$ cat config.mk
export PLATFORM = sky130hd
export DESIGN_NAME = fpu_issue_ctrl
export DESIGN_NICKNAME = d
export VERILOG_FILES = /design/src/rtl/fpu_pkg.sv /design/src/rtl/fpu_fflags_reg.sv /design/src/rtl/fpu_issue_ctrl.sv
export SDC_FILE = /design/constraint.sdc
export NUM_CORES = 1
export LEC_CHECK = 0
export ABC_AREA = 1
export CAP_MARGIN = 20
export CORE_AREA = 2 2 194 196
export CTS_BUF_LIST = sky130_fd_sc_hd__clkbuf_8
export CTS_CLUSTER_DIAMETER = 60
export CTS_CLUSTER_SIZE = 25
export DETAILED_ROUTE_END_ITERATION = 10
export DIE_AREA = 0 0 196 198
export GPL_ROUTABILITY_DRIVEN = 1
export PLACE_DENSITY = 0.57
export SLEW_MARGIN = 10
export SYNTH_ARGS = -nofsm -noshare
export SYNTH_HDL_FRONTEND = slang
export SYNTH_SLANG_ARGS = --single-unit
$ cat constraint.sdc
create_clock -name clock -period 5.2 [get_ports clock]
set_clock_uncertainty 0.2 [all_clocks]
set_input_delay 0.52 -clock clock [delete_from_list [all_inputs] [get_ports clock]]
set_output_delay 0.52 -clock clock [all_outputs]
set_load 0.02 [all_outputs]
$ cat src/rtl/fpu_pkg.sv
// Shared FPU definitions: exception flag layout, functional-unit indices,
// default per-unit latencies and the issue-controller state encoding.
package fpu_pkg;

    localparam int FPU_FLAGW = 5;

    // RISC-V fflags order, MSB first: {NV, DZ, OF, UF, NX}
    localparam int FPU_FLAG_NV = 4;
    localparam int FPU_FLAG_DZ = 3;
    localparam int FPU_FLAG_OF = 2;
    localparam int FPU_FLAG_UF = 1;
    localparam int FPU_FLAG_NX = 0;

    localparam logic [FPU_FLAGW-1:0] FPU_FLAGS_NONE = 5'b00000;
    localparam logic [FPU_FLAGW-1:0] FPU_FLAGS_NV   = 5'b10000;

    localparam int FPU_U_ADD     = 0;
    localparam int FPU_U_MUL     = 1;
    localparam int FPU_U_DIV     = 2;
    localparam int FPU_U_SQRT    = 3;
    localparam int FPU_U_CMP     = 4;
    localparam int FPU_U_CVT_F2I = 5;
    localparam int FPU_U_CVT_I2F = 6;
    localparam int FPU_U_SGNJ    = 7;

    localparam int FPU_NUNITS_DEFAULT = 8;
    localparam int FPU_LATW_DEFAULT   = 5;

    // Packed latencies, unit 7 in the top field down to unit 0 in the bottom field.
    localparam logic [FPU_NUNITS_DEFAULT*FPU_LATW_DEFAULT-1:0] FPU_LAT_TABLE_DEFAULT =
        {5'd0, 5'd6, 5'd6, 5'd1, 5'd16, 5'd6, 5'd5, 5'd7};

    typedef enum logic [1:0] {
        FPU_IDLE = 2'd0,
        FPU_EXEC = 2'd1,
        FPU_DONE = 2'd2
    } fpu_state_e;

endpackage

$ cat src/rtl/fpu_fflags_reg.sv
// Sticky accrued-exception register behind the fflags CSR.
// A CSR clear coinciding with a flag merge drops the old flags but keeps the new ones.
module fpu_fflags_reg
    import fpu_pkg::*;
(
    input  logic                 clock,
    input  logic                 clear,
    input  logic                 clr,
    input  logic                 set_en,
    input  logic [FPU_FLAGW-1:0] set_flags,
    output logic [FPU_FLAGW-1:0] fflags
);

    // Accrue completed-op flags; clear has priority over the old value only.
    always_ff @(posedge clock) begin
        if (!clear) begin
            fflags <= '0;
        end else if (set_en) begin
            fflags <= (clr ? '0 : fflags) | set_flags;
        end else if (clr) begin
            fflags <= '0;
        end
    end

endmodule

$ cat src/rtl/fpu_issue_ctrl.sv
// Issue/completion sequencer for the fixed-latency FPU functional units.
// One op at a time: accept, clock-enable the selected unit for its latency,
// capture result and flags, hold them until the consumer takes them.
//
// state | meaning
// IDLE  | no op in flight, ready for a request
// EXEC  | op issued; unit_en[sel] high while cnt != 0, capture when cnt == 0
// DONE  | result held on out_*; a new op may be accepted on the consume edge
module fpu_issue_ctrl
    import fpu_pkg::*;
#(
    parameter int WIDTH  = 32,
    parameter int NUNITS = 8,
    parameter int UIDW   = 3,
    parameter int TAGW   = 5,
    parameter int LATW   = 5,
    parameter logic [NUNITS*LATW-1:0] LAT_TABLE = FPU_LAT_TABLE_DEFAULT[NUNITS*LATW-1:0]
) (
    input  logic                        clock,
    input  logic                        clear,
    input  logic                        flush,
    input  logic                        in_valid,
    output logic                        in_ready,
    input  logic [UIDW-1:0]             in_unit,
    input  logic [TAGW-1:0]             in_tag,
    input  logic [WIDTH-1:0]            in_a,
    input  logic [WIDTH-1:0]            in_b,
    output logic [WIDTH-1:0]            op_a,
    output logic [WIDTH-1:0]            op_b,
    output logic [NUNITS-1:0]           unit_en,
    input  logic [NUNITS*WIDTH-1:0]     unit_result,
    input  logic [NUNITS*FPU_FLAGW-1:0] unit_flags,
    output logic                        out_valid,
    input  logic                        out_ready,
    output logic [WIDTH-1:0]            out_result,
    output logic [TAGW-1:0]             out_tag,
    output logic [FPU_FLAGW-1:0]        out_flags,
    output logic [FPU_FLAGW-1:0]        fflags,
    input  logic                        fflags_clr,
    output logic                        busy
);

    fpu_state_e             state;
    logic [UIDW-1:0]        sel;
    logic [TAGW-1:0]        tag_q;
    logic [LATW-1:0]        cnt;

    logic                   accept;
    logic                   merge;
    logic [NUNITS-1:0]      acc_mask;
    logic [LATW-1:0]        acc_lat;
    logic [NUNITS-1:0]      sel_mask;
    logic [WIDTH-1:0]       cur_result;
    logic [FPU_FLAGW-1:0]   cur_flags;

    // A flush suppresses acceptance so the aborting cycle cannot start a new op.
    assign in_ready = ~flush & ((state == FPU_IDLE) | ((state == FPU_DONE) & out_ready));
    assign accept   = in_valid & in_ready;
    assign merge    = (state == FPU_DONE) & out_ready & ~flush;

    // Decode the requested unit; an index past NUNITS matches nothing and gets latency 0.
    always_comb begin
        acc_mask = '0;
        acc_lat  = '0;
        for (int i = 0; i < NUNITS; i++) begin
            if (in_unit == UIDW'(i)) begin
                acc_mask[i] = 1'b1;
                acc_lat     = LAT_TABLE[i*LATW +: LATW];
            end
        end
    end

    // Select the in-flight unit's outputs; a non-existent unit completes as 0 with NV.
    always_comb begin
        sel_mask   = '0;
        cur_result = '0;
        cur_flags  = FPU_FLAGS_NV;
        for (int i = 0; i < NUNITS; i++) begin
            if (sel == UIDW'(i)) begin
                sel_mask[i] = 1'b1;
                cur_result  = unit_result[i*WIDTH +: WIDTH];
                cur_flags   = unit_flags[i*FPU_FLAGW +: FPU_FLAGW];
            end
        end
    end

    // Issue FSM with registered outputs; accept covers both IDLE and the DONE consume edge.
    always_ff @(posedge clock) begin
        if (!clear) begin
            state      <= FPU_IDLE;
            sel        <= '0;
            tag_q      <= '0;
            cnt        <= '0;
            op_a       <= '0;
            op_b       <= '0;
            unit_en    <= '0;
            out_valid  <= 1'b0;
            out_result <= '0;
            out_tag    <= '0;
            out_flags  <= '0;
            busy       <= 1'b0;
        end else if (flush) begin
            state     <= FPU_IDLE;
            unit_en   <= '0;
            out_valid <= 1'b0;
            busy      <= 1'b0;
        end else if (accept) begin
            state     <= FPU_EXEC;
            sel       <= in_unit;
            tag_q     <= in_tag;
            cnt       <= acc_lat;
            op_a      <= in_a;
            op_b      <= in_b;
            unit_en   <= (acc_lat != '0) ? acc_mask : '0;
            out_valid <= 1'b0;
            busy      <= 1'b1;
        end else begin
            case (state)
                FPU_EXEC: begin
                    if (cnt == '0) begin
                        state      <= FPU_DONE;
                        unit_en    <= '0;
                        out_valid  <= 1'b1;
                        out_result <= cur_result;
                        out_tag    <= tag_q;
                        out_flags  <= cur_flags;
                    end else begin
                        cnt     <= cnt - LATW'(1);
                        unit_en <= (cnt == LATW'(1)) ? '0 : sel_mask;
                    end
                end
                FPU_DONE: begin
                    if (out_ready) begin
                        state     <= FPU_IDLE;
                        out_valid <= 1'b0;
                        busy      <= 1'b0;
                    end
                end
                default: begin
                    state <= FPU_IDLE;
                end
            endcase
        end
    end

    fpu_fflags_reg u_fflags (
        .clock     (clock),
        .clear     (clear),
        .clr       (fflags_clr),
        .set_en    (merge),
        .set_flags (out_flags),
        .fflags    (fflags)
    );

endmodule
After elaboration in Yosys (flattened, before gate mapping). Index checks and enable logic that the tools add are counted. W data, S select, Z words.

Output and inout port bits: 122. Word-level logic and storage cells: 123. Bits in registers: 136.

Reductions and logical operators: 18. Muxes and demuxes: 59. Equal/unequal tests: 22. Bitwise logic cells: 9. Add/sub/neg operators: 1.

Operators by type and width (count): $mux W32 (8); $mux W5 (20); $mux W8 (5); $eq A3 B3 Y1 const B (8); $mux W1 (21); $eq A3 B2 Y1 const B (4); $reduce_and A2 Y1 (4); $reduce_bool A2 Y1 (4); $eq A3 B1 Y1 const B (2); $logic_not A3 Y1 (2); $ne A2 B2 Y1 const B (3); $ne A3 B3 Y1 const B (2); $reduce_and A3 Y1 (2); $eq A5 B1 Y1 const B (1); $logic_not A5 Y1 (1); $or A5 B5 Y5 (1); $reduce_bool A5 Y1 (1); $sub A5 B1 Y5 const B (1); $and A1 B1 Y1 (4); $mux W2 (2); $pmux W2 S2 (1); $reduce_and A4 Y1 (1); $mux W3 (1); $not A1 Y1 (3); 7 further kinds (7).

Logic depth before layout (Yosys ltp).
Word-level depth: 12. Gate-level depth with buffers: 11. Depth with buffers taken out: 10.

Modules after synthesis. A second synthesis with hierarchy kept.

Cells, all modules: 1211. Area total of the unflattened synthesis: 7489.7 um^2.

Modules (own cells, without submodules): fpu_issue_ctrl (cells an instance 1189, seq. area each 2622.5 um^2, area an instance 7319.5 um^2, instances 1); fpu_fflags_reg (cells an instance 22, seq. area each 100.1 um^2, area an instance 170.2 um^2, instances 1).

Worst setup path before layout. No wires, ideal clock.

Path kind: input -> register. Start: in out_ready. End: reg out_result[16]. Buffers on the path: 1. Setup slack: 3467 ps. Library setup time: 119 ps. Required time: 4881 ps. Stages on the path: 9. Arrival time: 1413 ps. Path through: inv_1 > nand2_1 > nand2_2 > nor2_8 > nor3_4 > buf_6 > inv_2 > a21oi_1 > a21oi_1.

Word-level cells in the longest chain between the ends: 6.

Ends and longest elaborated chain: start, declared (line fpu_issue_ctrl.sv:34) `input logic out_ready,`; $and A1 B1 Y1 (line fpu_issue_ctrl.sv:57) `assign in_ready = ~flush & ((state == FPU_IDLE) | ((state == FPU_DONE) & out_ready));`; $or A1 B1 Y1 (line fpu_issue_ctrl.sv:57); $and A1 B1 Y1 (line fpu_issue_ctrl.sv:57); $and A1 B1 Y1 (line fpu_issue_ctrl.sv:58) `assign accept = in_valid & in_ready;`; $not A1 Y1 (no source line); $reduce_and A4 Y1 (no source line); end signal, assigned (line fpu_issue_ctrl.sv:124) `out_result <= cur_result;`; end, declared (line fpu_issue_ctrl.sv:35) `output logic [WIDTH-1:0] out_result,`.

No other way between the ends. A chain may end at the register's enable or synchronous reset.

Worst setup path in the final report.
Start: reg sel[1]. End: reg out_result[4].

Word-level cells in the longest chain between the ends: 9.

Ends and longest elaborated chain: start, declared (line fpu_issue_ctrl.sv:44) `logic [UIDW-1:0] sel;`; start signal, assigned (line fpu_issue_ctrl.sv:109) `sel <= in_unit;`; $logic_not A3 Y1 (line fpu_issue_ctrl.sv:79) `if (sel == UIDW'(i)) begin`; $mux W32 (7 in series) (line fpu_issue_ctrl.sv:79); $mux W32 (*) (line fpu_issue_ctrl.sv:79).

Every way passes the cells marked *; elsewhere a longest branch is shown, timed or not.

==> key figures <==
Yosys
  – Sequential element share of the synthesized area: 35.24%
  – Synth area leader: dfxtp_1
  – Syn avg cell area: 6.385 sq um
  – Syn. warnings: 0
  – Commonest cells post-synth: nand2_1, nor2_1, a21oi_1
  – Synth Instances: 1210
  – Syn Nets: 1587
  – Area of the mapped netlist: 7726 sq um
  – Most frequent cell after synthesis: nand2_1
  – Post-synthesis async set-or-reset flop share: 0%
  – Share of the synthesized area in the top cell type: 35.24%
  – Post-synth EDFFs: 0
  – Prevailing post-synth register cell: dfxtp_1
  – Synth area leaders: dfxtp_1, nand2_1, a21oi_1, nand4_1, nor2_1
  – Synth Register Bits: 136
  – Post-synth cell types: 34

Clock network
  – Clk slew on worst S/H paths: 0.10 ns
  – Root Driver: clkbuf_8
  – CTS tree: done
  – CTS H-tree lvls: 4
  – Cts hold-fix bufs: 0
  – Max Root-Sink Buffers: 2
  – Clock Latency Late Sink: 0.43 ns
  – Post-CTS Setup Inserts: 0
  – Number of buffers created by CTS: 17
  – # clock sinks: 136
  – Cts repair resizes: 0

Floorplan
  – Chip Height: 198 um
  – Core footprint: 36960 sq um
  – Io pins: 496
  – Initial Utilization: 20.91%
  – Die X: 196 um
  – DIE AREA: 38810 sq um
  – Row cnt: 71

Pwr
  – Cell leakage power: 0.005303 uW
  – PwrDens: 206.3 nW/um^2
  – Max IR drop VDD: 135.2 uV

Worst setup path
  – CP Max Fanout: 36
  – CP Data Arrival Time: 2.95 ns
  – Required time worst endpoint: 5.32 ns
  – CP endpoint kind: flop
  – Crit path launch type: flop
  – Crit Path Class: reg -> reg

Run status
  – Status: complete, no violations

Finish
  – Share of cells above drive strength 1: 4.392%
  – Post-route insts no fill: 2136
  – Diode count: 0
  – Layout overhead on the synthesized area: 71.92%
  – Fin nets: 2026

GRT
  – Total track usage: 18.96%
  – Vias in the first global route: 9358
  – Global-route wire length before repair: 55.74 mm
  – Initial antenna violation count: 1
  – Grt ovf: 0
  – Largest net degree at the start of global routing: 82

Flow run
  – Max-cap viol count: 0

STA
  – Final worst-path cycle share: 54.42%
  – Tmin final: 2.830 ns
  – Worst setup margin: 2.370 ns
  – Worst slew pin tran: 0.8819 ns
  – Slew Limit Fails: 0
  – Hold Fails Final Rpt: 0
  – Setup Total Neg Slack: 0 ns
  – RSZ-0062 raised after global routing: no
  – Final setup violation count: 0
  – Max Clock Freq: 0.3534 GHz
  – Relative slew slack: 41.20%

Placement
  – Pre-CTS setup slack: 2.010 ns
  – Buffers on Ports: 495
  – Hpwl dp: 28.95 mm
  – GP Congestion: 0.9236
  – Dpl cells: 2104

Routing
  – Antenna-violating nets left: 0
  – Initial DRC count: 618
  – Top Layer Used: met5
  – Wire length per cell: 18.10 um
  – Vias/cell: 4.653
  – Detailed route wirelength on metal3: 2.548 mm
  – Routed met1 length: 16.14 mm
  – # DRC: 0
  – Drt first pass iters: 5
  – Wire length on met2: 18.74 mm
  – Vias: 9938
  – DRT Wirelength: 38.66 mm

Hold path
  – Hold Crit Class: reg -> reg
## through the flow
step           hold slack (ns)  utilization, %  cell area, sq um  power, uW
2_1_floorplan           0.2246               -              7726       1437
3_3_place_gp            0.2456           34.86             12880       1891
3_5_place_dp            0.2526           34.93             12910       1896
4_1_cts                 0.2666           35.94             13280       2793
5_1_grt                 0.2876           35.94             13280       2895
6_report                0.2584           35.94             13280       2741
## power breakdown
group          internal [uW]  switching, uW
combinational            404            359
sequential              1080           25.6
clock                    352            518
## area by class of cell
class,count,area (sq um)
inverters,114,432.9
clock buffers,17,234.0
fillers,3950,23670
clock inverters,15,138.9
flip-flops and latches,136,2725
repair buffers,507,5072
well taps,474,593.1
multi-input cells,873,4086
## worst max-delay path, stage by stage (launching register included)
cell and delay (ns):
dfxtp_2 0.34, inv_4 0.33, nor2_2 0.12, nand2_1 0.56, inv_2 0.50, a21oi_1 0.33
nand4_1 0.14, nand2_1 0.09, a21oi_1 0.06
## metal layers
layer / up-vias / GRT usage [%]
met2: 419 / 32.52
met5: - / 0
met3: 78 / 3.815
met1: 4573 / 23.53
li1: 4866 / -
met4: 2 / 6.930
## layout by cell type, fill, tap and decap left out, types with 17 or more instances in the layout
cell and count:
a21oi_1 137, clkbuf_8 17, clkdlybuf4s50_1 494, dfxtp_1 134
inv_1 104, nand2_1 306, nand3_1 73, nand4_1 105
nor2_1 138, o21ai_0 73
## final timing paths
path | from | endpoint | slack, ns | cells past startpoint
setup / recovery | sel[1]$_SDFFE_PN0P_ | out_result[4]$_SDFFE_PN0P_ | 2.37 | 8
hold / removal | tag_q[4]$_SDFFE_PN0P_ | out_tag[4]$_SDFFE_PN0P_ | 0.26 | 2
setup reg to reg | sel[1]$_SDFFE_PN0P_ | out_result[4]$_SDFFE_PN0P_ | 2.37 | 8
hold reg to reg | tag_q[4]$_SDFFE_PN0P_ | out_tag[4]$_SDFFE_PN0P_ | 0.26 | 2
## cells by family (layout without fill, tap and decap cells)
logic type | count (synthesis) | in the layout | share of synthesized area, %
XOR/XNOR | 2 | 2 | 0.2268
AO/OA/AOI/OAI | 226 | 226 | 15.04
adder cells (fa/ha/maj) | 3 | 3 | 0.4859
AND/OR/NAND/NOR | 642 | 642 | 37.13
buffers and inverters | 201 | 653 | 11.87
flip-flops | 136 | 136 | 35.24
## registers in the layout, summed over array words and instances, names as in the netlist
name,cells
tag_q,5
u_fflags.fflags,5
out_flags,5
sel,3
op_b,32
out_result,32
state,2
out_valid,1
cnt,5
op_a,32
busy,1
out_tag,5
unit_en,8
No activity file was read; power rests on OpenSTA's default activity.
==> RTL change: new RTL, config.mk and constraints unchanged <==
Set the package constant `FPU_FLAGW` to 6 (it was 5).
--- a/src/rtl/fpu_pkg.sv
+++ b/src/rtl/fpu_pkg.sv
@@ -2,7 +2,7 @@
 // default per-unit latencies and the issue-controller state encoding.
 package fpu_pkg;
 
-    localparam int FPU_FLAGW = 5;
+    localparam int FPU_FLAGW = 6;
 
     // RISC-V fflags order, MSB first: {NV, DZ, OF, UF, NX}
     localparam int FPU_FLAG_NV = 4;
Interface: changed (resized fflags, out_flags and unit_flags); port bits go from 496 to 506. No check against the original RTL was run, so the function may have changed too.
==> RTL change against the original RTL <==
  * Design area grew 2.6%
  * Setup slack got worse by 0.41 ns
  * Total power is 4.8% higher
  * Sequential cell count rose by 2
  * Synthesized area increased by 2.4%
  * Non-clock buffer count rose by 9
  * Routed wire length increased by 9.0%
  * Sequential share of layout area is 0.22 points lower
  * Largest power group unchanged
  * Highest routed layer unchanged
==> RTL change: results (changes against the original RTL) <==
| Metric | Value |
|---|---|
| Met3 GRT Util | 0.0635 (+0.0254) |
| Status | complete, no violations |
| Overall Global Routing Usage | 0.209 (+0.0198) |
| Vias in the first global route | 9803 (+4.8%) |
| Leakage | 0.00534 uW (+0.71%) |
| Top sig layer | met5 |
| Routed met3 length | 3370 um (+32%) |
| Crit-path max cell delay | 0.67 ns (+0.11 ns) |
| Post-synthesis sequential area ratio | 0.349 (-0.00313) |
| Routed WL | 42200 um (+9.0%) |
| Fraction of layout cells with a size suffix above 1 | 0.0578 (+0.0139) |
| Fillers | 3971 (+0.53%) |
| Routed wl met2 | 20500 um (+9.6%) |
| Met1 Wirelength | 16700 um (+3.8%) |
| Setup repair bufs after CTS | 0 (unchanged) |
| Crit-path max FO | 33 (-8.3%) |
| Post-Syn Nets | 1620 (+2.1%) |
| Commonest cells post-synth | nand2_1 (367), a21oi_1 (140), dfxtp_1 (138) |
| PortBufs | 505 (+2.0%) |
| CP max-delay cell | inv_2 |
| GPL Wtd Cong | 0.901 (-2.4%) |
| Initial antenna violation count | 13 (+12) |
| Largest net degree at the start of global routing | 96 (+17%) |
| Relative slew slack | 0.343 (-0.0695) |
| Distinct cells, synth | 37 (+8.8%) |
| First-pass GRT wire length | 60400 um (+8.4%) |
| Clk_lat worst skew | 0.49 ns (+0.06 ns) |
| DP Wirelength | 31300 um (+8.0%) |
| Met2 Track Usage GR | 0.360 (+0.0344) |
| Peak supply drop | 0.209 mV (+55%) |
| Nets | 2067 (+2.0%) |
| Synth area leaders | dfxtp_1 (35%), nand2_1 (17%), a21oi_1 (8.9%), nand4_1 (7.9%), inv_1 (5.0%) |
| Worst Path Arrival | 3.43 ns (+0.48 ns) |
| Global Route met1 Usage | 0.236 (+0.00118) |
| DP Worst Slack | 1.52 ns (-0.492 ns) |
| Worst setup path end | out_flags[1]$_SDFFE_PN0P_ |
| DR iter-0 viols | 563 (-8.9%) |
| Vias per inst | 4.65 (about the same) |
==> RTL change: cell types whose count changed in the layout (fill, tap and decap cells not counted), moves of 10 or more <==
cell / delta
nand2_1: +61
o21ai_0: -42
nor2_1: -34
a21oi_2: +25
o21ai_1: +20
diode_2: +12
clkdlybuf4s50_1: +10
==> RTL change: layout make-up <==
cell class / instances / area [sq um] / area share
Tap cell: 474 / 593 / 0.0435
Inverter: 114 / 429 / 0.0315
Sequential cell: 138 / 2770 / 0.203
Clock inverter: 14 / 161 / 0.0118
Multi-Input combinational cell: 895 / 4250 / 0.312
Clock buffer: 18 / 248 / 0.0182
Timing Repair Buffer: 516 / 5140 / 0.378
Antenna cell: 12 / 30.0 / 0.00220
==> RTL change: critical path, delay by kind of cell, from the launching register on <==
family / cells / cell delay [ns]
buf+inv: 2 / 1.13
simple gates: 4 / 0.84
flops: 1 / 0.66
compound gates: 2 / 0.28
==> RTL change: cell families after synthesis <==
group                    Yosys count  synth area share
XOR/XNOR                           1           0.00111
adder cells (fa/ha/maj)            3           0.00475
buffers and inverters            202             0.114
AND/OR/NAND/NOR                  661             0.370
flip-flops                       138             0.349
AO/OA/AOI/OAI                    230             0.161
==> RTL change: through the flow <==
stage                      util  total power (uW)  hold WS [ns]  cells  area (sq um)
after detailed placement  0.357              1930         0.255   2137         13200
after floorplan               -              1460         0.239   1235          7910
after global routing      0.368              3020         0.288   2178         13600
after global placement    0.357              1930         0.248   2137         13200
final                     0.369              2870         0.267   2181         13600
after CTS                 0.368              2920         0.269   2169         13600
==> RTL change: power breakdown <==
part           switching, uW  internal [uW]
clock                    516            450
sequential              25.8           1090
combinational            376            409
total                    918           1950
==> RTL change: how the worst min path moves through the flow <==
| stage | startpoint | end | slack (ns) | cells past startpoint |
|---|---|---|---|---|
| after floorplan | tag_q[0]$_SDFFE_PN0P_ | out_tag[0]$_SDFFE_PN0P_ | 0.24 | 2 |
| after global placement | tag_q[2]$_SDFFE_PN0P_ | out_tag[2]$_SDFFE_PN0P_ | 0.25 | 2 |
| after detailed placement | tag_q[2]$_SDFFE_PN0P_ | out_tag[2]$_SDFFE_PN0P_ | 0.26 | 2 |
| after CTS | tag_q[2]$_SDFFE_PN0P_ | out_tag[2]$_SDFFE_PN0P_ | 0.27 | 2 |
| after global routing | op_b[2]$_SDFFE_PN0P_ | op_b[2]$_SDFFE_PN0P_ | 0.29 | 2 |
| final | op_b[7]$_SDFFE_PN0P_ | op_b[7]$_SDFFE_PN0P_ | 0.27 | 2 |
